**src/rtl/rom_fetch_pkg.sv**
```systemverilog
// Shared types for the ROM fetch unit: FSM state encoding, the fetch-word
// layout and default widths.
package rom_fetch_pkg;

   localparam int DEF_WIDTH      = 16;
   localparam int DEF_ADDR_WIDTH = 8;

   typedef enum logic [1:0] {
      IDLE   = 2'd0,
      SETUP  = 2'd1,
      STROBE = 2'd2,
      HOLD   = 2'd3
   } fetch_state_t;

   // One fetched word together with the address it came from (default widths).
   typedef struct packed {
      logic [DEF_WIDTH-1:0]      inst;
      logic [DEF_ADDR_WIDTH-1:0] inst_pc;
   } fetch_word_t;

endpackage

```
**src/rtl/rom_fetch_unit_buf.sv**
```systemverilog
// One-entry valid/ready skid buffer placed between ROM capture and the decoder.
// Compiled only when ROM_FETCH_PREFETCH_EN is defined; the sequential fetch
// build has no use for it.
`ifdef ROM_FETCH_PREFETCH_EN
module rom_fetch_buf #(
   parameter int DataWidth = 24
) (
   input  logic                 clk,
   input  logic                 rst_n,
   input  logic                 flush,
   input  logic                 in_valid,
   input  logic [DataWidth-1:0] in_data,
   output logic                 space,
   output logic                 out_valid,
   output logic [DataWidth-1:0] out_data,
   input  logic                 out_ready
);

   logic                 skid_valid;
   logic [DataWidth-1:0] skid_data;
   logic                 out_valid_nxt, skid_valid_nxt;
   logic [DataWidth-1:0] out_data_nxt, skid_data_nxt;

   // Next occupancy; a new word bypasses the skid slot when the output is free.
   always_comb begin
      out_valid_nxt  = out_valid;
      out_data_nxt   = out_data;
      skid_valid_nxt = skid_valid;
      skid_data_nxt  = skid_data;
      if (flush) begin
         out_valid_nxt  = 1'b0;
         skid_valid_nxt = 1'b0;
      end else if (!out_valid || out_ready) begin
         if (skid_valid) begin
            out_valid_nxt  = 1'b1;
            out_data_nxt   = skid_data;
            skid_valid_nxt = in_valid;
            if (in_valid) skid_data_nxt = in_data;
         end else begin
            out_valid_nxt = in_valid;
            if (in_valid) out_data_nxt = in_data;
         end
      end else if (in_valid) begin
         skid_valid_nxt = 1'b1;
         skid_data_nxt  = in_data;
      end
      // Only one fetch is ever in flight, so an empty skid slot after this
      // edge guarantees room for the next issued word.
      space = !skid_valid_nxt;
   end

   // Buffer registers.
   always_ff @(posedge clk or negedge rst_n) begin
      if (!rst_n) begin
         out_valid  <= 1'b0;
         out_data   <= '0;
         skid_valid <= 1'b0;
         skid_data  <= '0;
      end else begin
         out_valid  <= out_valid_nxt;
         out_data   <= out_data_nxt;
         skid_valid <= skid_valid_nxt;
         skid_data  <= skid_data_nxt;
      end
   end

endmodule
`endif

```
**src/rtl/rom_fetch_unit.sv**
```systemverilog
// ROM fetch unit: owns the PC, sequences the ROM read strobe and hands fetched
// words to decode over valid/ready. Jumps from execute redirect the PC.
// Optional feature macro: ROM_FETCH_PREFETCH_EN (overlap the next fetch with
// the pending hand-off through a one-entry prefetch buffer).
//
// state  | meaning
// IDLE   | no fetch issued; waits for !halt (and buffer room with prefetch)
// SETUP  | rom_addr driven with pc, rom_cs=1, rom_re=0
// STROBE | rom_re=1; ROM word captured and pc advanced at the end of the cycle
// HOLD   | word presented to decode (sequential) / stalled on full buffer (prefetch)
module rom_fetch_unit
   import rom_fetch_pkg::*;
#(
   parameter int                   Width     = DEF_WIDTH,
   parameter int                   AddrWidth = DEF_ADDR_WIDTH,
   parameter logic [AddrWidth-1:0] ResetPc   = '0
) (
   input  logic                 clk,
   input  logic                 rst_n,
   output logic [AddrWidth-1:0] rom_addr,
   output logic                 rom_cs,
   output logic                 rom_re,
   input  logic [Width-1:0]     rom_data,
   input  logic                 jump_valid,
   input  logic [AddrWidth-1:0] jump_addr,
   input  logic                 halt,
   output logic [Width-1:0]     inst,
   output logic [AddrWidth-1:0] inst_pc,
   output logic                 inst_valid,
   input  logic                 inst_ready
);

   fetch_state_t         state, state_nxt;
   logic [AddrWidth-1:0] pc, pc_nxt;
   logic                 issue_ok;
   logic                 capture;

   // A word captured in the same cycle as a jump belongs to the old path.
   assign capture = (state == STROBE) && !jump_valid;

   // Next-state and next-pc; a jump overrides everything and halt only gates issue.
   always_comb begin
      state_nxt = state;
      pc_nxt    = pc;
      unique case (state)
         IDLE:   if (issue_ok) state_nxt = SETUP;
         SETUP:  state_nxt = STROBE;
`ifdef ROM_FETCH_PREFETCH_EN
         STROBE: state_nxt = issue_ok ? SETUP : (halt ? IDLE : HOLD);
         HOLD:   state_nxt = issue_ok ? SETUP : (halt ? IDLE : HOLD);
`else
         STROBE: state_nxt = HOLD;
         HOLD:   if (inst_valid && inst_ready) state_nxt = halt ? IDLE : SETUP;
`endif
      endcase
      if (jump_valid) begin
         state_nxt = halt ? IDLE : SETUP;
         pc_nxt    = jump_addr;
      end else if (state == STROBE) begin
         pc_nxt = pc + AddrWidth'(1);
      end
   end

   // State, pc and registered ROM strobes, decoded from the state being entered.
   always_ff @(posedge clk or negedge rst_n) begin
      if (!rst_n) begin
         state    <= IDLE;
         pc       <= ResetPc;
         rom_addr <= ResetPc;
         rom_cs   <= 1'b0;
         rom_re   <= 1'b0;
      end else begin
         state  <= state_nxt;
         pc     <= pc_nxt;
         rom_cs <= (state_nxt == SETUP) || (state_nxt == STROBE);
         rom_re <= (state_nxt == STROBE);
         if (state_nxt == SETUP) rom_addr <= pc_nxt;
      end
   end

`ifdef ROM_FETCH_PREFETCH_EN
   logic                          buf_space;
   logic [Width+AddrWidth-1:0]    buf_word;

   rom_fetch_buf #(
      .DataWidth (Width + AddrWidth)
   ) u_buf (
      .clk       (clk),
      .rst_n     (rst_n),
      .flush     (jump_valid),
      .in_valid  (capture),
      .in_data   ({rom_data, pc}),
      .space     (buf_space),
      .out_valid (inst_valid),
      .out_data  (buf_word),
      .out_ready (inst_ready)
   );

   assign {inst, inst_pc} = buf_word;
   assign issue_ok        = !halt && buf_space;
`else
   assign issue_ok = !halt;

   // Output word register: loaded at the end of STROBE, cleared on hand-off or jump.
   always_ff @(posedge clk or negedge rst_n) begin
      if (!rst_n) begin
         inst       <= '0;
         inst_pc    <= '0;
         inst_valid <= 1'b0;
      end else if (jump_valid) begin
         inst_valid <= 1'b0;
      end else if (capture) begin
         inst       <= rom_data;
         inst_pc    <= pc;
         inst_valid <= 1'b1;
      end else if (inst_valid && inst_ready) begin
         inst_valid <= 1'b0;
      end
   end
`endif

endmodule

```
**config.mk**
```make
export PLATFORM = sky130hd
export DESIGN_NAME = rom_fetch_unit
export DESIGN_NICKNAME = d
export VERILOG_FILES = /design/src/rtl/rom_fetch_pkg.sv /design/src/rtl/rom_fetch_unit_buf.sv /design/src/rtl/rom_fetch_unit.sv
export SDC_FILE = /design/constraint.sdc
export NUM_CORES = 1
export LEC_CHECK = 0
export CAP_MARGIN = 5
export CELL_PAD_IN_SITES_DETAIL_PLACEMENT = 0
export CELL_PAD_IN_SITES_GLOBAL_PLACEMENT = 1
export CORE_MARGIN = 3
export CORE_UTILIZATION = 35
export CTS_CLUSTER_DIAMETER = 60
export DETAILED_ROUTE_END_ITERATION = 16
export PLACE_DENSITY = 0.83
export SLEW_MARGIN = 20
export SYNTH_ARGS = -nofsm -noshare
export SYNTH_HDL_FRONTEND = slang
export SYNTH_SLANG_ARGS = --single-unit
```
**constraint.sdc**
```tcl
create_clock -name clk -period 2.5 [get_ports clk]
set_input_delay 0.375 -clock clk [delete_from_list [all_inputs] [get_ports clk]]
set_output_delay 0.375 -clock clk [all_outputs]
set_load 0.01 [all_outputs]
```
==> results of run 1 <==
## power groups by stage
stage          Sequential [µW]  Combinational, µW  Clock [µW]
2_1_floorplan             1110                238           0
3_3_place_gp              1030                767           0
3_5_place_dp              1040                775           0
4_1_cts                   1020                778         587
5_1_grt                   1040                828         617
6_report                  1020                763         564
## metal layers
metal / global-route usage, % / routed length, µm
met1: 16.27 / 1662
met2: 18.95 / 1690
met3: 5.530 / 348
met4: 4.124 / 48
met5: 0 / 0
## flip-flops by register name, summed over array words and instances (netlist names)
register	cells
inst	16
inst_pc	8
pc	8
rom_addr	8
state	2
inst_valid	1
rom_cs	1
rom_re	1
## stage by stage
stage               power, µW  hold WS, ns  cells  util [%]
floorplan                1349      0.07941    147         -
global placement         1798       0.3360    280     50.68
detailed placement       1813       0.3402    280     50.68
CTS                      2389      0.01436    288     53.00
global route             2489      0.01733    288     53.00
finish                   2346     0.007416    288     53.00
## kinds of logic (layout without fill, tap and decap cells)
group	Yosys count	in the layout	share of synthesized area (%)
mux	32	32	18.92
xor+xnor	5	5	2.308
simple gates	32	32	8.439
fa+ha+maj	3	3	1.978
buf+inv	13	84	3.032
compound gates	17	17	5.999
flops	45	45	59.33
## final timing paths
path / start / to / slack, ns / depth (start not counted)
min in group clk: inst_pc[0] / inst_pc[0] / 0.51 / 1
max in group asynchronous: rst_n / rom_addr[6] / 1.81 / 2
worst min-delay path: rst_n / inst[3] / 0.007 / 1
worst max register to register: state[1] / rom_addr[7] / 0.54 / 6
worst max-delay path: inst_ready / rom_addr[7] / 0.48 / 7
worst min register to register: inst_pc[0] / inst_pc[0] / 0.51 / 1
## layout make-up
type                            instances  area (µm²)
Clock inverter                          2       37.54
Sequential cell                        45        1126
Fill cell                             474        2431
Multi-Input combinational cell         89       714.4
Timing Repair Buffer                   68       663.1
Inverter                                8       30.03
Clock buffer                            6       82.58
Tap cell                               70       87.58
## layout by cell type, fill, tap and decap left out, types with 2 or more instances in the layout
cell	n
ha_1	3
xnor2_1	3
o211ai_1	2
xor2_1	2
nor2_1	7
nand2_1	10
mux2_2	31
inv_1	7
nand3_1	3
nand2b_1	2
a31o_2	3
dfrtp_1	45
clkdlybuf4s50_1	62
buf_4	5
a21oi_1	5
o21ai_0	5
clkbuf_8	6
## critical path: stages
cell	delay [ns]
clkdlybuf4s50_1	0.42
and4_1	0.19
or3_1	0.36
ha_1	0.40
nor2_1	0.17
a21oi_1	0.05
a31o_2	0.23
==> flow_summary.toml, run 1 <==
[placed_design]
hpwl_um = 2806
place_congestion = 0.7804
dp_slack_ns = 0.1757
portBuffers = 63
dpl_cell_area_mm2 = 0.002621

[cts]
htreeDepth = 2
cts_buffer_depth = 2
holdBufCountCts = 0
post_cts_resized = 0
path_clk_slew_ns = 0.08
post_cts_buffers = 0
root_buffer = "clkbuf_8"
cts.sinks = 45
cts_tree = "built"
clock_latency_ns = 0.29
numCtsBuffers = 5

[timing]
max_slew_margin_pct = 61.96
finClkSkew_ns = 0.009509
min_period_over_period_pct = 80.82
setup_viol = 0
timing.setup.tns_ns = 0
fin_ws_ns = 0.4794
drv_slew = 0
rsz0062_at_grt = "no"
fin_crit_ns = 2.021
fmax_mhz = 494.9
tightestPinTransition_ns = 0.5705
hold_viol_final = 0

[synth]
synthFlopType = "dfrtp_1"
syn_area_per_cell_um2 = 12.91
synthTopCellsByArea = "dfrtp_1 59%, mux2_2 18%, ha_1 2.0%"
syn-cell-area_mm2 = 0.001898
synth_top_area_share_pct = 59.33
synth_edf_count = 0
yosys-top-cells-count = "45 x dfrtp_1, 31 x mux2_2, 10 x nand2_1, 7 x inv_1, 7 x nor2_1"
yosysWarningCount = 0
synth_area_leader_cell = "dfrtp_1"
ys_seq_area_share_pct = 59.33
synthArstFlopShare_pct = 100.0
syn_nets = 179
ys_types = 31
yosysMostFrequentCell = "dfrtp_1"
ys_seq_elements = 45
synth_cells = 147

[routing]
antenna_left = 0
vias = 1346
first_pass_iters = 4
initialDrtViolationCount = 53
wl_um = 3750
drc_errors = 0
routed_via_density = 4.674
wl_per_cell_um = 13.02

[global_routing]
track_usage_pct = 12.62
overflow = 0
grt_max_degree = 28
grt_pass1_wl_um = 6085
antenna_found_initial = 0
grt_pass1_vias = 1296

[critical_path]
worstSetupPathType = "in -> reg"
critPathMaxFanout = 15
cp-start-kind = "input pin"
cp.arrival_ns = 2.21
worst_setup_path_end_kind = "register"
critPathRequiredTime_ns = 2.69

[die]
io_pins = 64
die_w_um = 79.64
core_mm2 = 0.005172
die_y_um = 79.64
core.rowCount = 26
start_util_pct = 36.70
dieArea_mm2 = 0.006343

[status]
status = "completed"

[power_and_ir_drop]
clkPwrFrac_pct = 24.1
power_density_mw_per_mm2 = 855.8
p_seq_share_pct = 43.4
swShare_pct = 26.16
p_leak_uw = 0.001155
switching_power_uw = 613.8
cell_internal_pwr_uw = 1732
comb_power_share_pct = 32.5
ir_drop_uv = 408.7

[layout]
finish.net_count = 249
fin_area_mm2 = 0.002741
drive_gt1_share_pct = 23.39
antennaDiodeCount = 0
area_delta_synth_final_pct = 44.43

[hold_path]
hp-class = "in -> async"

[run]
max-cap-violations = 0
(Power assumes the default switching activity.)
==> run 2, diff against run 1 <==
Settings changed: CORE_UTILIZATION 35 to 32, PLACE_DENSITY 0.83 to 0.8.
Clock period 2.5 ns to 1.8 ns, I/O delays scaled along.
==> flow_summary.toml, run 2 (synthesis gave the netlist of run 1 again) <==
[status]
status = "completed"

[critical_path]
reg2reg_from = "inst_valid"
crit_path_cell_trace = "and4_1 -> or3_4 -> ha_4 -> buf_6 -> mux2_2"
cp.arrival_ns = 1.90
cp-start-kind = "register"
critical_path.startpoint = "inst_valid"
crit_family = "simple AND/OR/NAND/NOR gates"
cp_slowest_cell = "dfrtp_1"
critPathMaxFanout = 8
rr_endpoint = "rom_addr[3]"
cpPeakStageDelay_ns = 0.41
worst_setup_path_end_kind = "register"
r2r_cells = 5
ff2ff_setup_slack_ns = 0.07
path_buf_inv = 1
critPathRequiredTime_ns = 1.98
worstSetupPathType = "reg -> reg"

[placed_design]
dp.cells = 287
portBuffers = 63
hpwl_um = 3032
place_congestion = 0.7523

[timing]
fmax_mhz = 579.6
tightestPinTransition_ns = 0.4045
setup_viol = 0
timing.setup.tns_ns = 0
min_period_over_period_pct = 95.86
max_slew_margin_pct = 73.04
fin_hold_ws_ns = 0.2732
fin_crit_ns = 1.725
rsz0062_at_grt = "no"
drv_slew = 0
finClkSkew_ns = 0.004420
hold_viol_final = 0

[routing]
vias = 1394
initialDrtViolationCount = 53
wl_um = 4126
routed_via_density = 4.647
first_pass_iters = 4
drc_errors = 0
wl_per_cell_um = 13.75
antenna_left = 0

[cts]
htreeDepth = 2
numCtsBuffers = 5
path_clk_slew_ns = 0.08
cts.sinks = 45
cts_tree = "built"
clock_latency_ns = 0.29
root_buffer = "clkbuf_8"
cts_buffer_depth = 2

[die]
start_util_pct = 33.85
die_y_um = 83.02
die_w_um = 83.02
io_pins = 64
core_mm2 = 0.005608
dieArea_mm2 = 0.006891
core.rowCount = 27

[hold_path]
hp-class = "in -> reg"
hold_end = "inst_valid"
holdPathStages = 2
min_from = "jump_valid"

[layout]
area_delta_synth_final_pct = 49.04
finish.net_count = 259
regMostFlops = "inst"
layout_commonest_cell = "clkdlybuf4s50_1"
largest_register_ffs = 16
drive_gt1_share_pct = 27.63
antennaDiodeCount = 0
fillers = 528
fin_util_pct = 50.45
final_cells = 300
final_cell_mix = "61 x clkdlybuf4s50_1, 45 x dfrtp_1, 31 x mux2_2, 13 x buf_4, 10 x nand2_1"

[power_and_ir_drop]
power_density_mw_per_mm2 = 1129
p_leak_uw = 0.001214
ir_drop_uv = 686.4

[global_routing]
track_usage_pct = 12.26
grt_pass1_vias = 1415
antenna_found_initial = 0
grt_max_degree = 19
overflow = 0
use_met2_pct = 19.10
grt_pass1_wl_um = 6858
use_met3_pct = 5.060
globalRouteMet1Util_pct = 15.64
grt-busiest-layer = "met2"

[run]
max-cap-violations = 0
==> run 2: cell types whose count changed in the layout (fill, tap and decap cells not counted), sizes merged <==
| cell | delta |
|---|---|
| clkdlybuf4s50 | -1 |
| dlymetal6s2s | +1 |
| clkbuf | +1 |
| buf | +9 |
| dlygate4sd3 | +1 |
| clkinvlp | -1 |
| clkinv | +1 |
| bufinv | -1 |
==> run 2: per-stage QoR <==
step                      setup slack (ns)  cell area [µm²]  power, µW
after CTS                          0.05221             2785       3229
after global placement             -0.2546             2664       2511
after global routing               0.02548             2829       3399
after detailed placement           -0.2869             2664       2530
after floorplan                    0.02586             1906       1877
final                              0.07457             2829       3194
==> run 2: how the worst max path moves through the flow <==
stage	to	slack, ns	depth (start not counted)
2_1_floorplan	rom_addr[3]	0.03	7
3_3_place_gp	rom_addr[5]	-0.25	7
3_5_place_dp	rom_addr[5]	-0.29	7
4_1_cts	rom_addr[5]	0.05	6
5_1_grt	rom_addr[3]	0.03	5
6_report	rom_addr[3]	0.07	5
==> run 2: layer usage <==
metal / part of all wire [%] / vias to the layer above
li1: - / 675
met1: 45 / 671
met2: 46 / 46
met3: 8.7 / 2
met4: 0.36 / 0
met5: 0 / -
==> run 2: cell type report <==
type | count | area (µm²) | share of cell area [%]
Clock buffer | 7 | 96.34 | 3.406
Clock inverter | 1 | 5.005 | 0.1769
Inverter | 8 | 30.03 | 1.061
Multi-Input combinational cell | 89 | 734.5 | 25.96
Sequential cell | 45 | 1126 | 39.81
Tap cell | 72 | 90.09 | 3.184
Timing Repair Buffer | 78 | 747.0 | 26.40
==> run 2: where the power goes <==
group / switching (µW) / leakage [µW] / internal (µW)
logic: 393 / 0.000623 / 714
clock network: 326 / 0.0000542 / 347
registers: 142 / 0.000537 / 1270
==> run 2: repair_timing <==
item / 4_1_cts / 5_1_grt
buffers inserted: 0 / 4
hold buffers: 1 / 0
endpoints found under the setup margin: 1 / 3
pin swaps: 0 / 1
endpoints found under the hold margin: 16 / 0
resized for setup: 1 / 6
==> run 3, diff against run 2 <==
Settings changed: SKIP_CTS_REPAIR_TIMING from default to 1.
==> flow_summary.toml, run 3 (synthesis gave the netlist of run 1 again) <==
[critical_path]
critPathMaxFanout = 8
cp.arrival_ns = 1.90
crit_path_cell_trace = "and4_1 -> or3_4 -> ha_4 -> buf_6 -> mux2_2"
cp-start-kind = "register"
critPathRequiredTime_ns = 1.98
ff2ff_setup_slack_ns = 0.08
critical_path.startpoint = "inst_valid"
cpPeakStageDelay_ns = 0.41
worst_setup_path_end_kind = "register"
reg2reg_from = "inst_valid"
worstSetupPathType = "reg -> reg"
cp_slowest_cell = "dfrtp_1"

[timing]
fmax_mhz = 580.0
setup_viol = 0
timing.setup.tns_ns = 0
drv_slew = 0
rsz0062_at_grt = "no"
fin_crit_ns = 1.724
hold_viol_final = 0
max_slew_margin_pct = 72.60
min_period_over_period_pct = 95.78
finClkSkew_ns = 0.005004
tightestPinTransition_ns = 0.4110

[routing]
first_pass_iters = 4
wl_per_cell_um = 13.79
antenna_left = 0
initialDrtViolationCount = 50
routed_via_density = 4.627
drc_errors = 0
wl_um = 4136
vias = 1388

[layout]
final_cell_mix = "61 x clkdlybuf4s50_1, 45 x dfrtp_1, 31 x mux2_2, 13 x buf_4, 10 x nand2_1"
layout_commonest_cell = "clkdlybuf4s50_1"
largest_register_ffs = 16
regMostFlops = "inst"
finish.net_count = 259
area_delta_synth_final_pct = 49.04
antennaDiodeCount = 0
drive_gt1_share_pct = 27.63
fin_util_pct = 50.45

[die]
start_util_pct = 33.85
io_pins = 64
core.rowCount = 27
core_mm2 = 0.005608
die_y_um = 83.02
dieArea_mm2 = 0.006891
die_w_um = 83.02

[hold_path]
min_from = "jump_valid"
hp-class = "in -> reg"

[power_and_ir_drop]
ir_drop_uv = 686.1
power_density_mw_per_mm2 = 1129
p_leak_uw = 0.001214

[cts]
htreeDepth = 2
numCtsBuffers = 5
cts_buffer_depth = 2
clock_latency_ns = 0.29
cts.sinks = 45
root_buffer = "clkbuf_8"
cts_tree = "built"
path_clk_slew_ns = 0.08

[global_routing]
antenna_found_initial = 0
track_usage_pct = 12.24
grt_max_degree = 19
grt_pass1_vias = 1412
overflow = 0
grt_pass1_wl_um = 6844

[placed_design]
portBuffers = 63
hpwl_um = 3032
place_congestion = 0.7523

[run]
max-cap-violations = 0

[status]
status = "completed"
run 3: routing by layer:
layer,global-route usage (%),vias up,wire (µm)
li1,-,671,-
met1,15.51,665,1854
met2,19.10,50,1897
met3,5.159,2,369
met4,3.566,0,15
met5,0,-,0
run 3: area by class of cell:
type / instances / area [µm²]
sequential: 45 / 1126
inverter: 8 / 30.03
clock buffer: 7 / 96.34
fill: 528 / 2779
timing repair buffer: 78 / 747.0
clock inverter: 1 / 5.005
multi-input combinational: 89 / 734.5
tap: 72 / 90.09
run 3: final timing paths:
check                         endpoint  depth (start not counted)
max                        rom_addr[3]                          5
min                         inst_valid                          2
max reg2reg                rom_addr[3]                          5
min reg2reg                 inst_pc[2]                          1
max in group asynchronous      inst[9]                          3
min in group asynchronous  rom_addr[1]                          2
run 3: worst max-delay path: cells and delay by family (launching register included):
family                     cells  cell delay, ns
muxes                          1            0.27
DFF                            1            0.41
and+or+nand+nor                2            0.59
buffers and inverters          1            0.14
adders and majority gates      1            0.21
run 3: where the power goes:
group | internal [µW] | total [µW] | switching, µW | leakage, µW
combinational | 714 | 1110 | 393 | 0.000623
clock | 347 | 674 | 327 | 0.0000542
sequential | 1270 | 1410 | 141 | 0.000537
total | 2330 | 3200 | 861 | 0.00121
run 3: metrics by stage:
step / cells / total power, µW / hold WS [ns] / instance area [µm²] / setup slack, ns
floorplan: 147 / 1877 / -0.02559 / 1906 / 0.02586
global placement: 287 / 2511 / 0.2272 / 2664 / -0.2546
detailed placement: 287 / 2530 / 0.2265 / 2664 / -0.2869
CTS: 295 / 3223 / -0.09124 / 2765 / -0.0008666
global route: 300 / 3399 / 0.3192 / 2829 / 0.02548
finish: 300 / 3195 / 0.2742 / 2829 / 0.07599
